===== config.mk =====
export PLATFORM = sky130hd
export DESIGN_NAME = ram_arbiter
export DESIGN_NICKNAME = d
export VERILOG_FILES = /design/src/rtl/ram_arbiter.sv
export SDC_FILE = /design/constraint.sdc
export NUM_CORES = 1
export LEC_CHECK = 0
export ABC_AREA = 0
export BUFFER_PORTS_ARGS = -buffer_cell sky130_fd_sc_hd__buf_4
export CORE_AREA = 8 8 111 88
export CTS_CLUSTER_SIZE = 40
export DETAILED_ROUTE_END_ITERATION = 6
export DIE_AREA = 0 0 119 96
export GPL_TIMING_DRIVEN = 0
export PLACE_DENSITY_LB_ADDON = 0.05
export SLEW_MARGIN = 20
export SYNTH_ARGS = -nofsm -noshare
export SYNTH_HDL_FRONTEND = slang
export SYNTH_SLANG_ARGS = --single-unit

===== constraint.sdc =====
create_clock -name clk -period 2.6 [get_ports clk]
set_input_delay 0.78 -clock clk [delete_from_list [all_inputs] [get_ports clk]]
set_output_delay 0.78 -clock clk [all_outputs]
set_load 0.02 [all_outputs]

===== src/rtl/ram_arbiter.sv =====
// Three-port arbiter (boot, instruction fetch, data) for a single asynchronous SRAM.
// Define RAM_WAIT_EN to add a WAIT state that stretches the strobe to two cycles.
module ram_arbiter (
    input  logic        clk,
    input  logic        rst,
    input  logic        boot_done,
    input  logic        boot_wr,
    input  logic [15:0] boot_addr,
    input  logic [15:0] boot_data,
    output logic        boot_ack,
    input  logic        if_req,
    input  logic [15:0] if_addr,
    output logic [15:0] if_rdata,
    output logic        if_ack,
    input  logic        mem_req,
    input  logic        mem_we,
    input  logic [15:0] mem_addr,
    input  logic [15:0] mem_wdata,
    output logic [15:0] mem_rdata,
    output logic        mem_ack,
    output logic [17:0] ram_addr,
    output logic [15:0] ram_dout,
    input  logic [15:0] ram_din,
    output logic        ram_dout_oe,
    output logic        ram_ce_n,
    output logic        ram_oe_n,
    output logic        ram_we_n,
    output logic        busy
);

    localparam logic [1:0] ST_IDLE   = 2'd0;
    localparam logic [1:0] ST_ACCESS = 2'd1;
`ifdef RAM_WAIT_EN
    localparam logic [1:0] ST_WAIT   = 2'd2;
`endif
    localparam logic [1:0] ST_DONE   = 2'd3;

    localparam logic [1:0] GNT_NONE = 2'd0;
    localparam logic [1:0] GNT_BOOT = 2'd1;
    localparam logic [1:0] GNT_MEM  = 2'd2;
    localparam logic [1:0] GNT_IF   = 2'd3;

    logic [1:0]  state;
    logic [1:0]  gnt;
    logic        we_q;
    logic [15:0] addr_q;
    logic [15:0] data_q;
    logic        last_strobe;

    assign ram_addr = {2'b00, addr_q};
    assign ram_dout = data_q;
    assign busy     = (state != ST_IDLE);

    // Read data is taken from the bus on the final cycle the strobe is low.
`ifdef RAM_WAIT_EN
    assign last_strobe = (state == ST_WAIT);
`else
    assign last_strobe = (state == ST_ACCESS);
`endif

    // NOTE: every register here uses non-blocking assignments so all state
    // updates together on the edge; later assignments in the block win.
    always_ff @(posedge clk) begin
        if (rst) begin
            state       <= ST_IDLE;
            gnt         <= GNT_NONE;
            we_q        <= 1'b0;
            addr_q      <= '0;
            data_q      <= '0;
            ram_ce_n    <= 1'b1;
            ram_oe_n    <= 1'b1;
            ram_we_n    <= 1'b1;
            ram_dout_oe <= 1'b0;
            if_rdata    <= '0;
            mem_rdata   <= '0;
            boot_ack    <= 1'b0;
            mem_ack     <= 1'b0;
            if_ack      <= 1'b0;
        end else begin
            boot_ack <= 1'b0;
            mem_ack  <= 1'b0;
            if_ack   <= 1'b0;

            case (state)
                ST_IDLE: begin
                    if (boot_wr && !boot_done) begin
                        gnt         <= GNT_BOOT;
                        we_q        <= 1'b1;
                        addr_q      <= boot_addr;
                        data_q      <= boot_data;
                        ram_ce_n    <= 1'b0;
                        ram_we_n    <= 1'b0;
                        ram_dout_oe <= 1'b1;
                        state       <= ST_ACCESS;
                    end else if (mem_req && boot_done) begin
                        gnt         <= GNT_MEM;
                        we_q        <= mem_we;
                        addr_q      <= mem_addr;
                        data_q      <= mem_wdata;
                        ram_ce_n    <= 1'b0;
                        ram_oe_n    <= mem_we;
                        ram_we_n    <= !mem_we;
                        ram_dout_oe <= mem_we;
                        state       <= ST_ACCESS;
                    end else if (if_req && boot_done) begin
                        gnt         <= GNT_IF;
                        we_q        <= 1'b0;
                        addr_q      <= if_addr;
                        ram_ce_n    <= 1'b0;
                        ram_oe_n    <= 1'b0;
                        state       <= ST_ACCESS;
                    end
                end
`ifdef RAM_WAIT_EN
                ST_ACCESS: state <= ST_WAIT;
                ST_WAIT:   state <= ST_DONE;
`else
                ST_ACCESS: state <= ST_DONE;
`endif
                ST_DONE:   state <= ST_IDLE;
                default:   state <= ST_IDLE;
            endcase

            // Strobes rise as DONE is entered, so DONE always has the bus released.
            if (last_strobe) begin
                ram_ce_n    <= 1'b1;
                ram_oe_n    <= 1'b1;
                ram_we_n    <= 1'b1;
                ram_dout_oe <= 1'b0;
                if (!we_q && gnt == GNT_MEM) mem_rdata <= ram_din;
                if (!we_q && gnt == GNT_IF)  if_rdata  <= ram_din;
                boot_ack <= (gnt == GNT_BOOT);
                mem_ack  <= (gnt == GNT_MEM);
                if_ack   <= (gnt == GNT_IF);
            end
        end
    end

endmodule


-- Yosys cells after proc, flatten, opt, wreduce, memory -nomap -nowiden
Cells that the tools add are included.
- register bits after elaboration: 76
- latch bits: 0
- bits in writable memories: 0
- memory bits (read-only): 0
- input port bits: 103
- output and inout port bits: 74
- logic and storage cells: 62
- memories kept: 0
- $add $sub $neg: 0
- multiply operators: 0
- div/mod/pow operators: 0
- order comparisons: 0
- eq/ne operators: 5
- shift operators: 0
- multiplexer cells: 21
- bitwise operators: 2
- reduce and logical (&&, ||, !) cells: 20
- operators with widths (operator ; number):
    2-to-1 mux 16 bit ; 5
    2-to-1 mux 2 bit ; 6
    2-to-1 mux 1 bit ; 9
    AND reduction 2 bit ; 4
    nonzero test 2 bit ; 3
    logical AND 1 bit ; 5
    equality test 2 x 1 -> 1 bit, second input constant ; 2
    equality test 2 bit, second input constant ; 2
    != test 4 bit, second input constant ; 1
    case mux 2 bit (2 select lines) ; 1
    OR reduction 2 bit ; 2
    zero test 1 bit ; 3
    AND reduction 3 bit ; 1
    nonzero test 3 bit ; 1
    zero test 2 bit ; 1
    inverter 1 bit ; 2

-- Depth between registers and ports, before layout
Gate-level depths: netlist of run 1.
- word-level depth: 5
- depth in mapped cells: 7
- depth with buffers taken out: 4

-- Worst setup path before layout of run 1
No wires, ideal clock.
- path type: input -> register
- start point: in boot_done
- end point: reg addr_q[0]
- setup time: 0.074 ns
- data arrival time: 1.983 ns
- data required time: 2.526 ns
- setup slack: 0.544 ns
- cell stages on the path: 6
- path buffers: 3
- cells stage by stage: buf_2 > nor3b_2 > or4_1 > buf_2 > buf_6 > o22ai_2
- cells in the longest elaborated chain, start to end: 4
- elaborated cells between the ends (all ways): 8
- RTL lines (element ; RTL line ; RTL):
    start, declared ; 6 ; input logic boot_done,
    zero test 1 bit ; 86 ; if (boot_wr && !boot_done) begin
    logical AND 1 bit ; 86 ;
    nonzero test 3 bit (no line) ; - ;
    AND reduction 2 bit (no line) ; - ;
    end signal, assigned ; 89 ; addr_q <= boot_addr;
    end signal, assigned ; 98 ; addr_q <= mem_addr;
    end signal, assigned ; 108 ; addr_q <= if_addr;
    end, declared ; 46 ; logic [15:0] addr_q;
Parallel ways exist; a longest one is shown, timed or not.
A chain may end at the register's enable or synchronous reset.

-- Worst setup path after layout of run 1
- start point: in boot_wr
- end point: reg addr_q[15]
- cells in the longest elaborated chain, start to end: 3
- elaborated cells between the ends (all ways): 4
- RTL lines (element ; RTL line ; RTL):
    start, declared ; 7 ; input logic boot_wr,
    logical AND 1 bit * ; 86 ;
    nonzero test 3 bit (no line) ; - ;
    AND reduction 2 bit (no line) ; - ;
Mark *: on every way between the ends. The rest lies on a longest branch, timed or not.

==> results of run 1 <==
per-stage QoR:
stage	total power [mW]	setup WS, ns
2_1_floorplan	1.68	0.544
3_3_place_gp	1.98	0.208
3_5_place_dp	1.99	0.188
4_1_cts	2.89	0.565
5_1_grt	3.00	0.465
6_report	2.87	0.560
routing by layer:
metal / global-route usage, % / up-vias
met3: 7.21 / 8
met1: 23.6 / 1650
met4: 5.04 / 0
met2: 32.9 / 126
li1: - / 1761
met5: 0 / -
flip-flops by register name, indices dropped and copies added (netlist names):
signal,cells
mem_rdata,16
ram_oe_n,1
we_q,1
ram_dout,16
ram_we_n,1
if_rdata,16
gnt,2
boot_ack,1
ram_ce_n,1
if_ack,1
state,2
mem_ack,1
ram_dout_oe,1
addr_q,16
cell type report:
type / instances / area [um2]
Fill cell: 726 / 2920
Multi-Input combinational cell: 259 / 1820
Sequential cell: 76 / 1520
Timing Repair Buffer: 170 / 1280
Buffer: 43 / 201
Tap cell: 108 / 135
Clock buffer: 9 / 124
Clock inverter: 7 / 76.3
Inverter: 6 / 22.5
power breakdown:
group          switching, mW  internal [mW]
Clock                  0.459          0.448
Sequential            0.0408           1.23
Combinational          0.362          0.324
cell families after synthesis:
family                 Yosys count  share of synthesized area (%)
AND/OR/NAND/NOR                 65                           9.57
other                            1                          0.105
flip-flops                      76                           42.8
multiplexers                    65                           18.9
AO/OA/AOI/OAI                  127                           22.4
buffers and inverters           49                           6.30
path summary, 6_finish.rpt:
| path | from | to | slack (ns) | cells past startpoint |
|---|---|---|---|---|
| setup reg to reg | state[0] | ram_dout[6] | 0.77 | 5 |
| hold reg to reg | ram_oe_n | ram_oe_n | 0.46 | 1 |
| hold / removal | ram_oe_n | ram_oe_n | 0.46 | 1 |
| setup / recovery | boot_wr | addr_q[15] | 0.56 | 5 |
placed cells by master, fill, tap and decap left out, types with 5 or more instances in the layout:
master    count
buf_2        14
mux2_2       17
mux2i_1      48
a211oi_1     16
o22ai_1       6
o21ai_0      33
clkbuf_1     25
a21oi_1      50
nand2_1      18
clkbuf_8      9
o22ai_2      10
nand3_1      32
buf_4       172
inv_1         5
dfxtp_1      76
==> impl_metrics.json, run 1 <==
{
  "antenna_found_initial": 0,
  "cts.repair.resized": 0,
  "fp.dieH_um": 96,
  "dr_wl_met3_um": 898,
  "final_net_count": 668,
  "cpMostUsedCell": "buf_2",
  "start_util_pct": 44.0,
  "max-clock-path-buffers": 2,
  "setup_viol": 0,
  "cts_made_buffers": 9,
  "synth_most_common_cell": "dfxtp_1",
  "grt_pass1_wl_um": 18200,
  "drc": 0,
  "end_kind": "flop",
  "wl_met1_um": 5030,
  "start_kind": "input port",
  "max_freq_ghz": 0.490,
  "crit_path_cell_trace": "buf_2 -> nor2_1 -> nor3_2 -> buf_2 -> o22ai_1",
  "rows": 29,
  "syn_to_final_growth_pct": 45.4,
  "arrival_ns": 2.27,
  "vdd.ir_drop.worst_v": 0.000334,
  "synth.avg_cell_area_um2": 9.29,
  "report.final.slew_viol_count": 0,
  "gp_congestion": 0.798,
  "cts_sinks": 76,
  "cts_root_buf": "clkbuf_8",
  "clk_pin_slew_ns": 0.08,
  "critPathMaxStageDelay_ns": 0.52,
  "met2_wirelength_um": 5430,
  "via_count": 3545,
  "cp_max_fo": 10,
  "dieArea_mm2": 0.0114,
  "holdWs_ns": 0.459,
  "clkLatencyLatePin_ns": 0.35,
  "synth-edff-count": 0,
  "drive_gt1_share_pct": 41.6,
  "hold_violations": 0,
  "cts_hold_buf": 0,
  "highest_layer": "met4",
  "worst_pin_slew_ns": 0.643,
  "skew_ns": 0.0117,
  "cts_max_level": 3,
  "die_w_um": 119,
  "power_density_mw_per_mm2": 554,
  "path_buf_inv": 2,
  "synth_ff_type": "dfxtp_1",
  "place_inst": 662,
  "cts_tree": "built",
  "final_cell_area_mm2": 0.00517,
  "slew_headroom_pct": 56.9,
  "overflow": 0,
  "drv_cap": 0,
  "synth_largest_area_cell": "dfxtp_1",
  "setup_tns_ns": 0,
  "finalCritPeriodShare_pct": 78.5,
  "crit_family": "simple AND/OR/NAND/NOR gates",
  "core_area_mm2": 0.00809,
  "first_global_vias": 3710,
  "critical_path.slowest_cell": "nor3_2",
  "ys_seq_area_share_pct": 42.8,
  "grt.total_usage_pct": 19.6,
  "utilization_pct": 63.9,
  "p_leak_nw": 2.34,
  "dpl_cell_area_mm2": 0.00497,
  "synth.area.top_cells": "dfxtp_1 43%, mux2i_1 14%, a21oi_1 7.0%",
  "ys_seq_elements": 76,
  "hpwl_um": 8950,
  "fin_crit_ns": 2.04,
  "async_flop_share_pct": 0,
  "syn_inst": 383,
  "drt-initial-drc-count": 145,
  "ant_nets": 0,
  "fin_cells": 678,
  "numPortBuffers": 170,
  "synthTopCellsByCount": "76 x dfxtp_1, 50 x a21oi_1, 48 x mux2i_1",
  "wirelength_um": 11400,
  "antenna_cells": 0,
  "synth_top_area_share_pct": 42.8,
  "syn-cell-area_mm2": 0.00356,
  "rsz0062_at_grt": "no",
  "crit_type": "in -> reg",
  "hold_class": "reg -> reg",
  "synth_cell_types": 36,
  "via_per_inst": 5.23,
  "io_pins": 177,
  "drt-wirelength-per-cell_um": 16.8,
  "grt_max_degree": 15,
  "drtPass1Iterations": 4,
  "cts_setup_buffers": 0,
  "crit_required_ns": 2.83,
  "status": "finished clean",
  "ys_warn_count": 0
}
No activity file was read; power rests on OpenSTA's default activity.
==> inputs of run 2 (changes only) <==
- CORE_AREA: 8 8 111 88 -> 8 8 117 92
- DIE_AREA: 0 0 119 96 -> 0 0 125 100
- clock period: 2.6 -> 1.8 ns (I/O delays scaled with it)
==> impl_metrics.json, run 2 (synthesized netlist as in run 1, its figures left out) <==
{
  "place_ws_ns": -0.389,
  "r2r_cells": 5,
  "dieArea_mm2": 0.0125,
  "drtPass1Iterations": 4,
  "crit_required_ns": 1.99,
  "final_net_count": 668,
  "drt-wirelength-per-cell_um": 16.9,
  "cts_tree": "built",
  "pwr-share-comb_pct": 22.2,
  "pwr-share-seq_pct": 40.8,
  "fp.dieH_um": 100,
  "p_clk_share_pct": 36.9,
  "most-common-layout-cells": "172 x buf_4, 75 x dfxtp_1, 50 x a21oi_1",
  "core_area_mm2": 0.00886,
  "place_inst": 666,
  "first_global_vias": 3663,
  "vdd.ir_drop.worst_v": 0.000514,
  "cts_made_buffers": 9,
  "fin_crit_ns": 1.67,
  "numPortBuffers": 170,
  "via_count": 3496,
  "status": "finished clean",
  "grt_max_degree": 13,
  "holdWs_ns": 0.469,
  "syn_to_final_growth_pct": 48.9,
  "max_freq_ghz": 0.599,
  "report.final.slew_viol_count": 0,
  "start_kind": "flop",
  "ant_nets": 0,
  "p_leak_nw": 2.40,
  "hold_class": "reg -> reg",
  "start_util_pct": 40.2,
  "wirelength_um": 11500,
  "overflow": 0,
  "die_w_um": 125,
  "slew_headroom_pct": 62.6,
  "grt_pass1_wl_um": 18400,
  "finalCritPeriodShare_pct": 92.8,
  "drv_cap": 0,
  "fillers": 824,
  "clkLatencyLatePin_ns": 0.32,
  "skew_ns": 0.00693,
  "power_density_mw_per_mm2": 853,
  "antenna_found_initial": 0,
  "power_switching_mw": 1.24,
  "rows": 30,
  "rsz0062_at_grt": "no",
  "fin_cells": 682,
  "worst_pin_slew_ns": 0.561,
  "hpwl_um": 9050,
  "clk_pin_slew_ns": 0.06,
  "crit_type": "reg -> reg",
  "drive_gt1_share_pct": 42.3,
  "grt.total_usage_pct": 17.8,
  "cp_max_fo": 10,
  "cts_max_level": 3,
  "via_per_inst": 5.13,
  "cts.repair.resized": 1,
  "drc": 0,
  "gp_congestion": 0.817,
  "final_common_cell": "buf_4",
  "cts_root_buf": "clkbuf_16",
  "p_int_mw": 3.27,
  "drt-initial-drc-count": 215,
  "setup_viol": 0,
  "arrival_ns": 1.86,
  "hold_violations": 0,
  "max-clock-path-buffers": 2,
  "fin_ws_ns": 0.130,
  "switching_share_pct": 27.5,
  "whs_path_depth": 2,
  "utilization_pct": 59.8,
  "antenna_cells": 0,
  "end_kind": "flop",
  "cts_sinks": 76,
  "io_pins": 177,
  "cts_setup_buffers": 0,
  "cts_hold_buf": 0
}
[run 2: changes by cell type in the layout (fill, tap and decap cells not counted), sizes merged]
| cell | previous run | this run |
|---|---|---|
| clkbuf | 34 | 38 |
| bufinv | 1 | 0 |
| clkinvlp | 2 | 1 |
| clkinv | 3 | 2 |
| inv | 7 | 6 |
[run 2: power groups by stage]
stage               logic (mW)  registers, mW  clock network (mW)
global placement         0.990           1.88                   0
global route              1.08           1.86                1.79
floorplan                0.447           1.98                   0
CTS                       1.01           1.84                1.71
detailed placement        1.00           1.88                   0
finish                    1.00           1.84                1.67
[run 2: metal layers]
metal	up-vias	GRT usage [%]	routed length, um
li1	1760	-	-
met1	1609	22.4	5400
met2	119	28.6	5210
met3	8	6.78	780
met4	0	3.08	113
met5	-	0	0
[run 2: critical path, stage by stage, from the launching register on]
cell      delay, ns
dfxtp_1        0.30
buf_6          0.13
or4bb_1        0.57
clkbuf_2       0.24
o21ai_0        0.20
a21oi_1        0.09
[run 2: stage by stage]
stage / TNS (ns) / power (mW) / cell area (um2)
5_1_grt: 0 / 4.73 / 5300
2_1_floorplan: 0 / 2.43 / 3580
4_1_cts: 0 / 4.56 / 5290
3_5_place_dp: -5.43 / 2.88 / 5000
3_3_place_gp: -4.72 / 2.87 / 5000
6_report: 0 / 4.52 / 5300
[run 2: final cells by class]
class	instances	area [um2]	share of cell area, %
multi-input combinational	259	1830	34.5
sequential	76	1520	28.8
timing repair buffer	170	1280	24.1
clock buffer	13	260	4.91
buffer	43	224	4.23
tap	112	140	2.65
inverter	6	22.5	0.425
clock inverter	3	21.3	0.402
[run 2: path summary, 6_finish.rpt]
check                                 from      endpoint  slack [ns]
worst max-delay path              state[1]  mem_rdata[2]        0.13
worst min-delay path            addr_q[11]    addr_q[11]        0.47
worst max register to register    state[1]  mem_rdata[2]        0.13
worst min register to register  addr_q[11]    addr_q[11]        0.47
==> inputs of run 3 (changes only) <==
- GPL_TIMING_DRIVEN: 0 -> 1
==> impl_metrics.json, run 3 (synthesized netlist as in run 1, its figures left out) <==
{
  "ant_nets": 0,
  "place_ws_ns": 0.0135,
  "cts_sinks": 76,
  "status": "finished clean",
  "cp_max_fo": 8,
  "p_leak_nw": 2.41,
  "antenna_cells": 0,
  "start_util_pct": 40.2,
  "fp.dieH_um": 100,
  "numPortBuffers": 174,
  "cts_max_level": 3,
  "setup_tns_ns": 0,
  "crit_required_ns": 1.26,
  "fin_ws_ns": 0.114,
  "cts.repair.resized": 0,
  "finalCritPeriodShare_pct": 93.7,
  "die_w_um": 125,
  "final_common_cell": "buf_4",
  "clkLatencyLatePin_ns": 0.33,
  "cts_hold_buf": 0,
  "cts_setup_buffers": 0,
  "grt.total_usage_pct": 17.3,
  "drv_cap": 0,
  "rows": 30,
  "crit_path_cell_trace": "nor2_4 -> inv_2 -> buf_4",
  "wirelength_um": 11100,
  "via_count": 3423,
  "gp_congestion": 0.832,
  "whs_path_depth": 1,
  "crit_type": "reg -> out",
  "clk_pin_slew_ns": 0.06,
  "drc": 0,
  "io_pins": 177,
  "setup_viol": 0,
  "max-clock-path-buffers": 2,
  "utilization_pct": 59.9,
  "rsz0062_at_grt": "no",
  "r2r_cells": 4,
  "max_freq_ghz": 0.593,
  "hold_violations": 0,
  "critPathMaxStageDelay_ns": 0.50,
  "grt_pass1_wl_um": 18000,
  "fin_crit_ns": 1.69,
  "hold_class": "reg -> reg",
  "drt-wirelength-per-cell_um": 16.7,
  "via_per_inst": 5.15,
  "cts_root_buf": "clkbuf_16",
  "end_kind": "primary output",
  "dpl_cell_area_mm2": 0.00500,
  "final_cell_area_mm2": 0.00531,
  "fillers": 792,
  "hpwl_um": 8330,
  "vdd.ir_drop.worst_v": 0.000488,
  "p_total_mw": 4.63,
  "syn_to_final_growth_pct": 49.2,
  "drtPass1Iterations": 6,
  "report.final.slew_viol_count": 0,
  "final_net_count": 651,
  "place_inst": 649,
  "skew_ns": 0.00922,
  "overflow": 0,
  "arrival_ns": 1.15,
  "critical_path.slowest_cell": "dfxtp_1",
  "power_density_mw_per_mm2": 873,
  "cts_tree": "built",
  "antenna_found_initial": 0,
  "dieArea_mm2": 0.0125,
  "core_area_mm2": 0.00886,
  "holdWs_ns": 0.466,
  "drt-initial-drc-count": 238,
  "grt_max_degree": 36,
  "first_global_vias": 3543,
  "most-common-layout-cells": "195 x buf_4, 76 x dfxtp_1, 50 x a21oi_1",
  "cts_made_buffers": 9,
  "start_kind": "flop",
  "drive_gt1_share_pct": 44.3,
  "fin_cells": 665
}
-- run 3: path summary, 6_finish.rpt --
check / slack (ns) / to / startpoint
hold reg to reg: 0.47 / ram_oe_n / ram_oe_n
setup reg to reg: 0.22 / if_rdata[10] / state[0]
hold / removal: 0.47 / ram_oe_n / ram_oe_n
setup / recovery: 0.11 / busy / state[0]
-- run 3: area by class of cell --
cell class	instances	area, um2	share of cell area, %
Clock buffer	11	243	4.57
Multi-Input combinational cell	259	1840	34.6
Timing Repair Buffer	196	1480	28.0
Sequential cell	76	1520	28.7
Clock inverter	5	58.8	1.11
Tap cell	112	140	2.64
Inverter	6	22.5	0.424
-- run 3: routing by layer --
| metal | global-route usage (%) | wire length (um) | vias up |
|---|---|---|---|
| met2 | 26.7 | 5020 | 126 |
| met4 | 4.76 | 74 | 0 |
| met3 | 5.67 | 911 | 6 |
| li1 | - | - | 1726 |
| met5 | 0 | 0 | - |
| met1 | 22.6 | 5100 | 1565 |
-- run 3: critical path: cells and delay by family (launching register included) --
| family | cells | cell delay (ns) |
|---|---|---|
| AND/OR/NAND/NOR | 1 | 0.07 |
| flip-flops | 1 | 0.50 |
| buffers and inverters | 2 | 0.24 |
-- run 3: power breakdown --
group          leakage [nW]  internal, mW  switching, mW
Sequential            0.621          1.79         0.0652
Clock                 0.142          1.11          0.675
Combinational          1.65         0.485          0.511
Total                  2.41          3.38           1.25
